<file path="src/rtl/demux_deser8_pkg.sv">
// Shared constants and index mapping for the serial-to-parallel receive path.
package demux_deser8_pkg;
    localparam int                 DESER_W     = 8;
    localparam int                 DESER_IDX_W = 3;
    localparam logic [DESER_W-1:0] RESET_WORD  = 8'h00;

    // Bit-order mapping from arrival index to word position.
    function automatic logic [DESER_IDX_W-1:0] map_idx(
        input logic [DESER_IDX_W-1:0] idx,
        input bit                     lsb_first
    );
        return lsb_first ? idx : (DESER_IDX_W'(DESER_W - 1) - idx);
    endfunction
endpackage

</file>
<file path="src/rtl/demux1x8.sv">
// 1-to-8 demultiplexer: one-hot write enables plus the steered data bit.
module demux1x8
    import demux_deser8_pkg::*;
(
    input  logic                   d,
    input  logic                   en,
    input  logic [DESER_IDX_W-1:0] sel,
    output logic [DESER_W-1:0]     en_vec,
    output logic [DESER_W-1:0]     d_vec
);
    assign en_vec = {{(DESER_W-1){1'b0}}, en} << sel;
    assign d_vec  = en_vec & {DESER_W{d}};
endmodule

</file>
<file path="src/rtl/demux_deser8.sv">
// Serial-to-parallel deserialiser: demuxes bits into an assembly register and
// presents each completed byte on a one-entry valid/ready buffer.
module demux_deser8
    import demux_deser8_pkg::*;
#(
    parameter bit LSB_FIRST = 1'b1
) (
    input  logic                   clk,
    input  logic                   rst,
    input  logic                   din,
    input  logic                   din_valid,
    input  logic                   frame_start,
    output logic [DESER_W-1:0]     dout,
    output logic                   dout_valid,
    input  logic                   dout_ready,
    output logic [DESER_IDX_W-1:0] bit_idx,
    output logic                   overflow
);
    logic [DESER_W-1:0]     r_asm;
    logic [DESER_W-1:0]     r_dout;
    logic                   r_dout_valid;
    logic [DESER_IDX_W-1:0] r_bit_idx;
    logic                   r_overflow;

    logic [DESER_IDX_W-1:0] w_idx_eff;
    logic [DESER_IDX_W-1:0] w_pos;
    logic [DESER_W-1:0]     w_en_vec;
    logic [DESER_W-1:0]     w_d_vec;
    logic [DESER_W-1:0]     w_asm_nxt;
    logic                   w_complete;
    logic                   w_buf_free;
    logic                   w_xfer;
    logic [DESER_IDX_W-1:0] w_idx_nxt;
    logic [DESER_W-1:0]     w_dout_nxt;
    logic                   w_dout_valid_nxt;
    logic                   w_overflow_nxt;

    // frame_start forces the incoming bit (if any) to index 0.
    assign w_idx_eff = frame_start ? '0 : r_bit_idx;
    assign w_pos     = map_idx(w_idx_eff, LSB_FIRST);

    demux1x8 u_demux (
        .d      (din),
        .en     (din_valid),
        .sel    (w_pos),
        .en_vec (w_en_vec),
        .d_vec  (w_d_vec)
    );

    // The merged value doubles as the same-cycle bypass for the completed word.
    assign w_asm_nxt  = (r_asm & ~w_en_vec) | w_d_vec;
    assign w_complete = din_valid && !frame_start && (r_bit_idx == DESER_IDX_W'(DESER_W - 1));
    assign w_xfer     = r_dout_valid && dout_ready;
    assign w_buf_free = !r_dout_valid || dout_ready;

    // NOTE: every signal written here gets a default first, so no latch is inferred.
    always_comb begin
        w_idx_nxt        = r_bit_idx;
        w_dout_nxt       = r_dout;
        w_dout_valid_nxt = r_dout_valid;
        w_overflow_nxt   = r_overflow;

        if (din_valid) begin
            w_idx_nxt = w_idx_eff + DESER_IDX_W'(1);
        end else if (frame_start) begin
            w_idx_nxt = '0;
        end

        if (w_complete) begin
            if (w_buf_free) begin
                w_dout_nxt       = w_asm_nxt;
                w_dout_valid_nxt = 1'b1;
            end else begin
                w_overflow_nxt = 1'b1;
            end
        end else if (w_xfer) begin
            w_dout_valid_nxt = 1'b0;
        end
    end

    // NOTE: state registers use non-blocking assignments so all update together at the edge.
    always_ff @(posedge clk) begin
        if (rst) begin
            r_asm        <= RESET_WORD;
            r_dout       <= RESET_WORD;
            r_dout_valid <= 1'b0;
            r_bit_idx    <= '0;
            r_overflow   <= 1'b0;
        end else begin
            r_asm        <= w_asm_nxt;
            r_dout       <= w_dout_nxt;
            r_dout_valid <= w_dout_valid_nxt;
            r_bit_idx    <= w_idx_nxt;
            r_overflow   <= w_overflow_nxt;
        end
    end

    assign dout       = r_dout;
    assign dout_valid = r_dout_valid;
    assign bit_idx    = r_bit_idx;
    assign overflow   = r_overflow;
endmodule

</file>
<file path="config.mk">
export PLATFORM = sky130hd
export DESIGN_NAME = demux_deser8
export DESIGN_NICKNAME = d
export VERILOG_FILES = /design/src/rtl/demux_deser8_pkg.sv /design/src/rtl/demux1x8.sv /design/src/rtl/demux_deser8.sv
export SDC_FILE = /design/constraint.sdc
export NUM_CORES = 1
export LEC_CHECK = 0
export BUFFER_PORTS_ARGS = -buffer_cell sky130_fd_sc_hd__buf_2
export CELL_PAD_IN_SITES_DETAIL_PLACEMENT = 0
export CELL_PAD_IN_SITES_GLOBAL_PLACEMENT = 2
export CORE_ASPECT_RATIO = 2
export CORE_MARGIN = 1
export CORE_UTILIZATION = 23
export CTS_CLUSTER_DIAMETER = 60
export DETAILED_ROUTE_END_ITERATION = 12
export GPL_TIMING_DRIVEN = 0
export PLACE_DENSITY = 0.57
export SYNTH_ARGS = -nofsm -noshare
export SYNTH_HDL_FRONTEND = slang
export SYNTH_HIERARCHICAL = 1
export SYNTH_SLANG_ARGS = --single-unit
</file>
<file path="constraint.sdc">
create_clock -name clk -period 1.4 [get_ports clk]
set_input_delay 0.21 -clock clk [delete_from_list [all_inputs] [get_ports clk]]
set_output_delay 0.21 -clock clk [all_outputs]
set_load 0.01 [all_outputs]
</file>
==> summary.md, run 1 <==
| Metric | Value |
|---|---|
| Clock-pin slew on the worst setup and hold paths | `0.08 ns` |
| Pwr dens | `813 mW/mm^2` |
| CP max stage delay | `0.34 ns` |
| Pin count of the biggest net entering global routing | `12` |
| Max H-tree Level | `1` |
| CP Cell Sequence | `and2b_4 > nand2b_4 > nor2_1 > nand2b_1 > a21oi_2 > mux2_1` |
| FF+latch count, synth | `21` |
| Cell count after synthesis | `104` |
| Reg2reg setup slack | `0.05 ns` |
| Drt wl/cell | `12.3 um` |
| Average cell area after synthesis | `9.25 um^2` |
| Maximum VDD drop | `0.521 mV` |
| Top cells by area, synth | `dfxtp_1, mux2_1, nand2b_1` |
| Post-synthesis cell type count | `24` |
| CTS Buf Count | `3` |
| First-pass detailed-route iteration total | `3` |
| Final #Nets | `141` |
| CTS Root Buffer Type | `clkbuf_8` |
| CTS tree | `yes` |
| Vias in the first global route | `778` |
| Most frequent cells in the layout | `dfxtp_1, buf_2, nor2_1` |
| CP Capture Type | `flip-flop` |
| Hold-fix buffers, CTS | `0` |
| Setup Viol. Count Final | `0` |
| Tot GR Track Use | `11.3%` |
| First-pass GRT wire length | `3550 um` |
| Leakage | `0.576 nW` |
| Seq/Total Area, Yosys | `43.7%` |
| Hold Violations, Final | `0` |
| Max Slew Vio Count | `0` |
| Syn nets | `111` |
| Initial detailed-routing violation count | `10` |
| Clk sink count | `21` |
| Hold Path Class | `in2reg` |
| Antenna viol nets, final | `0` |
| CP startpoint kind | `flip-flop` |
| Setup Skew | `0.00217 ns` |
| Latest clock arrival within the worst-skew pair | `0.26 ns` |
| Final Wtd Congestion | `0.646` |
| Buffers on Ports | `18` |
| GR Overflow Total | `0` |
| Max-capacitance violation count | `0` |
| RSZ-0062 raised after global routing | `true` |
| DRC viols | `0` |
| # rows | `32` |
| # diodes | `0` |
| Placed Cells | `173` |
| CP required | `1.55 ns` |
| Cell Count, Final, Fillers Out | `184` |
| Post-synth top area cell | `dfxtp_1` |
| CP Class | `reg2reg` |
| Final Util | `34.3%` |
| Starting Density | `24.5%` |
| Post-synth design cell area | `962 um^2` |
| Post-route minimum period | `1.35 ns` |
| Area post-placement | `0.00113 mm^2` |
| Vias per cell | `4.27` |
| Worst-margin pin slew | `0.226 ns` |
| Final period util | `96.6%` |
| Initial antenna violation count | `0` |
| Routed vias | `785` |
| Die H | `93.5 um` |
| Core area | `0.00392 mm^2` |
| Share of Yosys cell area claimed by the top area cell type | `43.7%` |
| Crit-path slowest cell | `dfxtp_2` |
| CP arrival | `1.50 ns` |
| Layout cells sized above 1 | `50.4%` |
| Slew headroom | `84.9%` |
| Max FO, Critical Path | `5` |
| Post-DP HPWL | `1570 um` |
| Design area | `0.00135 mm^2` |
| Die Area | `0.00446 mm^2` |
| Max Clock Freq | `0.740 GHz` |
| Clock Path Buffers | `2` |
| Detailed Route WL | `2260 um` |
| Die Wd | `47.7 um` |
| Area delta synth->final | `39.9%` |
| Outcome | `finished clean` |
| Synth Warn # | `6` |
| IO Count | `19` |
-- routing by layer --
metal  up-vias  routed length [um]  global-route usage, %  part of all wire, %
met5         -                   0                      0                    0
met3         2                  64                   1.74                  2.8
met4         0                  32                   5.56                  1.4
met1       380                 907                   12.6                   40
li1        390                   -                      -                    -
met2        13                1260                   19.3                   56
-- cell usage after synthesis --
library cell and count:
dfxtp_1 21, nor2_1 15, nand2b_1 12, a21oi_1 9
inv_1 8, mux2_1 8, and2b_4 4, nand2_1 4
nor3_1 4, and2b_2 3, and2b_1 2, nor2b_1 2
and3_4 1, buf_4 1, buf_6 1, ha_1 1
mux2i_1 1, nand2b_2 1, nand3_1 1, nand3_4 1
nand3b_1 1, o31ai_1 1, xnor2_1 1, xor2_1 1
-- cell type report --
cell class              count  area [um^2]
plain buffers               2         18.8
clock buffers               4         45.0
fillers                   451         2580
inverters                   8         30.0
multi-input cells          74          629
flip-flops and latches     21          424
well taps                  51         63.8
repair buffers             24          135
-- worst max-delay path, delay by kind of cell (launching register included) --
kind             cells  cell delay [ns]
flip-flops           1             0.34
AND/OR/NAND/NOR      4             0.56
AO/OA/AOI/OAI        1             0.06
multiplexers         1             0.28
-- path summary, 6_finish.rpt --
path | startpoint | end | cells after the start
worst min-delay path | dout_ready | dout_valid | 3
worst min register to register | r_asm[1] | r_asm[1] | 2
worst max register to register | bit_idx[1] | dout[5] | 6
worst max-delay path | bit_idx[1] | dout[5] | 6
-- sequential cells by signal, summed over array words and instances, names as in the netlist --
name / count
dout: 8
r_asm: 8
bit_idx: 3
dout_valid: 1
overflow: 1
-- logic make-up (layout without fill, tap and decap cells) --
family,Yosys count,count (layout),synth area share [%]
buf+inv,10,38,5.07
mux,9,9,10.4
xor+xnor,2,2,1.82
compound gates,10,10,5.46
simple gates,51,52,32.2
fa+ha+maj,1,1,1.30
flops,21,21,43.7
-- where the power goes --
part           switching, mW  internal [mW]
combinational         0.0456         0.0374
sequential           0.00315          0.603
clock                  0.202          0.203
total                  0.251          0.843
-- what timing repair did --
| item | in CTS | in global routing |
|---|---|---|
| cloned | 1 | 0 |
| setup endpoints to repair | 8 | 9 |
| gates resized for setup | 7 | 24 |
| setup buffers | 4 | 2 |
| pin swaps | 0 | 5 |
-- per-stage QoR --
step	power, mW	TNS, ns	hold slack (ns)	setup WS (ns)
floorplan	0.659	0	0.358	0.00362
global placement	0.686	-0.799	0.451	-0.134
detailed placement	0.687	-0.900	0.462	-0.154
CTS	1.10	0	0.290	0.00315
global route	1.14	-0.0304	0.298	-0.00985
finish	1.09	0	0.290	0.0478
(Power assumes the default switching activity.)
==> run 2: changes to the inputs <==
CORE_MARGIN = 5   (was 1)
==> run 2 against run 1 <==
Worst setup slack worse by 0.019 ns; clock skew up 0.0017 ns; utilization down 0.98 points; critical path depth unchanged; clock power about the same; sequential share of layout area down 0.38 points; final cell count up 1.1%; register-to-register slack worse by 0.02 ns; design area up 1.2%; sequential power about the same; non-clock buffer count up 1; flip-flop and latch count unchanged; critical path type unchanged; largest cell class unchanged.
==> summary.md, run 2 (synthesized netlist as in run 1, its figures left out) <==
| Metric | Value |
|---|---|
| Outcome | `finished clean (unchanged)` |
| CP Capture Type | `flip-flop (unchanged)` |
| Placed Cells | `174 (was 173)` |
| Starting Density | `23.5% (was 24.5%)` |
| CP required | `1.55 ns (about the same)` |
| Pwr dens | `808 mW/mm^2 (was 813 mW/mm^2)` |
| Layout cells sized above 1 | `51.5% (was 50.4%)` |
| Maximum VDD drop | `0.536 mV (was 0.521 mV)` |
| Post-DP HPWL | `1540 um (was 1570 um)` |
| CP max stage delay | `0.34 ns (about the same)` |
| Leakage | `0.593 nW (was 0.576 nW)` |
| Clock Path Buffers | `2 (unchanged)` |
| RSZ-0062 raised after global routing | `true (unchanged)` |
| Latest clock arrival within the worst-skew pair | `0.26 ns (about the same)` |
| Max FO, Critical Path | `6 (was 5)` |
| Setup Viol. Count Final | `0 (unchanged)` |
| Routed vias | `804 (was 785)` |
| Final #Nets | `142 (was 141)` |
| Setup slack at placement | `-0.148 ns (was -0.154 ns)` |
| Die Area | `0.00566 mm^2 (was 0.00446 mm^2)` |
| Worst-margin pin slew | `0.245 ns (was 0.226 ns)` |
| Die H | `101 um (was 93.5 um)` |
| Slew headroom | `83.6% (was 84.9%)` |
| Post-route minimum period | `1.37 ns (was 1.35 ns)` |
| Core area | `0.00409 mm^2 (was 0.00392 mm^2)` |
| Hold-fix buffers, CTS | `0 (unchanged)` |
| Vias in the first global route | `765 (was 778)` |
| Area delta synth->final | `41.6% (was 39.9%)` |
| CP startpoint kind | `flip-flop (unchanged)` |
| IO Count | `19 (unchanged)` |
| Vias per cell | `4.32 (was 4.27)` |
| Cell Count, Final, Fillers Out | `186 (was 184)` |
| GR Overflow Total | `0 (unchanged)` |
| Max H-tree Level | `1 (unchanged)` |
| CTS Root Buffer Type | `clkbuf_8 (unchanged)` |
| Final worst slack | `0.0286 ns (was 0.0478 ns)` |
| Initial detailed-routing violation count | `6 (was 10)` |
| Pin count of the biggest net entering global routing | `12 (unchanged)` |
| Max-capacitance violation count | `0 (unchanged)` |
| CP arrival | `1.52 ns (was 1.50 ns)` |
| Hold Path Class | `in2reg (unchanged)` |
| Final Wtd Congestion | `0.709 (was 0.646)` |
| Most frequent cells in the layout | `dfxtp_1, buf_2, nor2_1 (unchanged)` |
| Max Clock Freq | `0.729 GHz (was 0.740 GHz)` |
| Detailed Route WL | `2280 um (was 2260 um)` |
| Max Slew Vio Count | `0 (unchanged)` |
| CTS tree | `yes (unchanged)` |
| Crit-path slowest cell | `dfxtp_2 (unchanged)` |
| Clk sink count | `21 (unchanged)` |
| # rows | `33 (was 32)` |
| Hold Violations, Final | `0 (unchanged)` |
| Reg2reg setup slack | `0.03 ns (was 0.05 ns)` |
| CTS Buf Count | `3 (unchanged)` |
| # diodes | `0 (unchanged)` |
| DRC viols | `0 (unchanged)` |
| Clock-pin slew on the worst setup and hold paths | `0.08 ns (about the same)` |
| Antenna viol nets, final | `0 (unchanged)` |
| CP Class | `reg2reg (unchanged)` |
| Final period util | `98.0% (was 96.6%)` |
| First-pass GRT wire length | `3420 um (was 3550 um)` |
| First-pass detailed-route iteration total | `3 (unchanged)` |
| Drt wl/cell | `12.3 um (about the same)` |
| Worst Hold Margin | `0.282 ns (was 0.290 ns)` |
| Buffers on Ports | `18 (unchanged)` |
| Die Wd | `55.7 um (was 47.7 um)` |
| Tot GR Track Use | `7.87% (was 11.3%)` |
| CP Cell Sequence | `nor2b_4 > nand2_4 > nor2_2 > nand2b_1 > a21oi_1 > mux2_4 (was and2b_4 > nand2b_4 > nor2_1 > nand2b_1 > a21oi_2 > mux2_1)` |
| Initial antenna violation count | `0 (unchanged)` |
| Setup Skew | `0.00385 ns (was 0.00217 ns)` |
run 2: path summary, 6_finish.rpt:
path                     end        from  cells after the start
setup / recovery     dout[7]  bit_idx[2]                      6
hold / removal    dout_valid  dout_ready                      3
setup reg to reg     dout[7]  bit_idx[2]                      6
hold reg to reg     overflow    overflow                      2
run 2: repair_timing:
| item | CTS | global route |
|---|---|---|
| pin swaps | 1 | 5 |
| resized for setup | 6 | 26 |
| buffers inserted | 4 | 3 |
| gates cloned | 0 | 1 |
| setup endpoints to repair | 8 | 8 |
run 2: critical path: cells and delay by family, from the launching register on:
family,cells,cell delay (ns)
AND/OR/NAND/NOR,4,0.57
flip-flops,1,0.34
AO/OA/AOI/OAI,1,0.07
multiplexers,1,0.27
run 2: per-layer routing:
layer  vias to the layer above  part of all wire, %  GRT usage, %
li1                        395                    -             -
met1                       395                   41          7.70
met2                        12                   54          14.9
met3                         2                  2.9          1.79
met4                         0                  1.3          4.49
met5                         -                    0             0
run 2: final cells by class:
type	count	area, um^2
buffer	2	18.8
clock buffer	4	45.0
fill	457	2730
inverter	8	30.0
multi-input combinational	74	637
sequential	21	424
tap	52	65.1
timing repair buffer	25	143
run 2: stage by stage:
step / total power [mW] / TNS, ns / area [um^2] / util, %
global placement: 0.685 / -0.773 / 1130 / 27.6
CTS: 1.11 / -0.0204 / 1230 / 30.1
detailed placement: 0.686 / -0.807 / 1130 / 27.6
finish: 1.10 / 0 / 1360 / 33.3
global route: 1.16 / -0.128 / 1360 / 33.3
floorplan: 0.659 / 0 / 972 / -
run 2: power by group:
part	leakage, nW	internal (mW)	switching (mW)
Combinational	0.400	0.0400	0.0468
Sequential	0.171	0.603	0.00276
Clock	0.0228	0.203	0.205
==> run 3: changes to the inputs <==
CORE_UTILIZATION = 27   (was 23)
PLACE_DENSITY = 0.66   (was 0.57)
==> run 3 against run 2 <==
Routed wire length decreased by 5.6%; sequential share of layout area shrank 1.1 points; via count shrank 0.87%; total power is 0.86% lower; worst hold slack better by 0.013 ns; sequential power about the same; clock power decreased by 3%; design area increased by 3.7%; first-iteration DRC count is the same; maximum frequency rose by 0.50%; die area fell by 13%; critical path type unchanged; largest cell class unchanged.
==> summary.md, run 3 (synthesized netlist as in run 1, its figures left out) <==
| Metric | Value |
|---|---|
| Final Wtd Congestion | `0.727 (was 0.709)` |
| # rows | `30 (was 33)` |
| CP max stage delay | `0.34 ns (about the same)` |
| CP Capture Type | `flip-flop (unchanged)` |
| Final #Nets | `144 (was 142)` |
| Core area | `0.00342 mm^2 (was 0.00409 mm^2)` |
| Max Clock Freq | `0.733 GHz (was 0.729 GHz)` |
| Die Area | `0.00493 mm^2 (was 0.00566 mm^2)` |
| HP Start | `dout_ready (unchanged)` |
| Reg2reg start | `bit_idx[0] (was bit_idx[2])` |
| Reg2reg setup slack | `0.04 ns (was 0.03 ns)` |
| Top Usage Layer GRT | `met2 (unchanged)` |
| Layout cells sized above 1 | `58.1% (was 51.5%)` |
| Maximum VDD drop | `0.578 mV (was 0.536 mV)` |
| Outcome | `finished clean (unchanged)` |
| Drt wl/cell | `11.7 um (was 12.3 um)` |
| Area delta synth->final | `46.8% (was 41.6%)` |
| Max FO, Critical Path | `6 (unchanged)` |
| Buffers on Ports | `18 (unchanged)` |
| Final period util | `97.5% (was 98.0%)` |
| Met3 Use GR | `1.74% (was 1.79%)` |
| CP arrival | `1.52 ns (about the same)` |
| # diodes | `0 (unchanged)` |
| WHS Endpoint | `dout_valid (unchanged)` |
| Area post-placement | `0.00112 mm^2 (was 0.00113 mm^2)` |
| Max-capacitance violation count | `0 (unchanged)` |
| Starting Density | `28.2% (was 23.5%)` |
| Clock Path Buffers | `2 (unchanged)` |
| Cells on worst reg2reg path | `6 (unchanged)` |
| Die H | `94.4 um (was 101 um)` |
| RSZ-0062 raised after global routing | `true (unchanged)` |
| DRC viols | `0 (unchanged)` |
| First-pass GRT wire length | `3440 um (was 3420 um)` |
| Design area | `0.00141 mm^2 (was 0.00136 mm^2)` |
| Routed vias | `797 (was 804)` |
| Post-DP HPWL | `1550 um (was 1540 um)` |
| Latest clock arrival within the worst-skew pair | `0.26 ns (about the same)` |
| Post-route minimum period | `1.36 ns (was 1.37 ns)` |
| Crit-path slowest cell | `dfxtp_2 (unchanged)` |
| Most frequent cells in the layout | `dfxtp_1, buf_2, nor2_1 (unchanged)` |
| CP Cell Sequence | `nor2b_4 > nand3b_1 > nor3_1 > inv_1 > a21oi_2 > mux2_4 (was nor2b_4 > nand2_4 > nor2_2 > nand2b_1 > a21oi_1 > mux2_4)` |
| Worst Hold Margin | `0.294 ns (was 0.282 ns)` |
| First-pass detailed-route iteration total | `2 (was 3)` |
| CP startpoint kind | `flip-flop (unchanged)` |
| IO Count | `19 (unchanged)` |
| Met2 usage | `17.9% (was 14.9%)` |
| Worst-margin pin slew | `0.233 ns (was 0.245 ns)` |
| CTS Buf Count | `3 (unchanged)` |
| Slew headroom | `84.5% (was 83.6%)` |
| Antenna viol nets, final | `0 (unchanged)` |
| Setup Skew | `0.00205 ns (was 0.00385 ns)` |
| CP Class | `reg2reg (unchanged)` |
| Leakage | `0.609 nW (was 0.593 nW)` |
| Initial detailed-routing violation count | `6 (unchanged)` |
| Clk sink count | `21 (unchanged)` |
| GR Overflow Total | `0 (unchanged)` |
| Pwr dens | `772 mW/mm^2 (was 808 mW/mm^2)` |
| CP required | `1.55 ns (about the same)` |
| Pin count of the biggest net entering global routing | `13 (was 12)` |
| Hold Path Cell Cnt | `3 (unchanged)` |
| Clock-pin slew on the worst setup and hold paths | `0.08 ns (about the same)` |
| Max Slew Vio Count | `0 (unchanged)` |
| Total Neg Setup Slack | `0 ns (unchanged)` |
| Vias per cell | `4.33 (was 4.32)` |
| Hold Path Class | `in2reg (unchanged)` |
| Initial antenna violation count | `0 (unchanged)` |
| Setup Viol. Count Final | `0 (unchanged)` |
| CTS Root Buffer Type | `clkbuf_8 (unchanged)` |
| Met1 Use GR | `9.38% (was 7.70%)` |
| Die Wd | `52.2 um (was 55.7 um)` |
| Max H-tree Level | `1 (unchanged)` |
| Vias in the first global route | `780 (was 765)` |
| Hold Violations, Final | `0 (unchanged)` |
| Detailed Route WL | `2150 um (was 2280 um)` |
| CTS tree | `yes (unchanged)` |
| Tot GR Track Use | `9.62% (was 7.87%)` |
| Worst reg2reg path endpoint | `dout[0] (was dout[7])` |
run 3: worst max-delay path: cells and delay by family, from the launching register on:
kind	cells	cell delay (ns)
and+or+nand+nor	3	0.55
DFF	1	0.34
muxes	1	0.26
buffers and inverters	1	0.07
AOI/OAI and AO/OA	1	0.06
run 3: what timing repair did:
item	4_1_cts	5_1_grt
setup buffers	5	5
hold endpoints to repair	0	0
setup endpoints to repair	8	8
resized for setup	7	33
pin swaps	0	9
hold buffers	0	0
run 3: power by group:
part           leakage, nW  switching [mW]  internal, mW
registers            0.171         0.00282         0.603
logic                0.413          0.0472        0.0419
clock network       0.0255           0.198         0.198
total                0.609           0.248         0.843
run 3: per-layer routing:
metal / vias to the layer above / share of wire [%]
met1: 387 / 40
li1: 396 / -
met5: - / 0
met3: 2 / 3.9
met2: 12 / 55
met4: 0 / 1.4
run 3: layout make-up:
type,instances,area (um^2)
inverter,8,30.0
clock buffer,3,41.3
timing repair buffer,28,169
fill,358,2000
sequential,21,424
clock inverter,1,5.00
tap,48,60.1
multi-input combinational,73,664
buffer,2,18.8
run 3: metrics by stage:
step	total power, mW	setup WS, ns	cells	utilization [%]
floorplan	0.659	0.00362	104	-
CTS	1.10	0.0124	179	35.9
finish	1.09	0.0355	184	41.4
global route	1.15	-0.0731	184	41.4
global placement	0.684	-0.119	170	32.9
detailed placement	0.686	-0.141	170	32.9
run 3: worst max-delay path by stage:
| stage | from | to | slack (ns) | cells after the start |
|---|---|---|---|---|
| after floorplan | bit_idx[0] | dout[1] | 0.004 | 6 |
| after global placement | frame_start | dout[3] | -0.12 | 7 |
| after detailed placement | frame_start | dout[6] | -0.14 | 7 |
| after CTS | bit_idx[1] | dout[4] | 0.01 | 6 |
| after global routing | bit_idx[0] | dout[0] | -0.07 | 6 |
| final | bit_idx[0] | dout[0] | 0.04 | 6 |
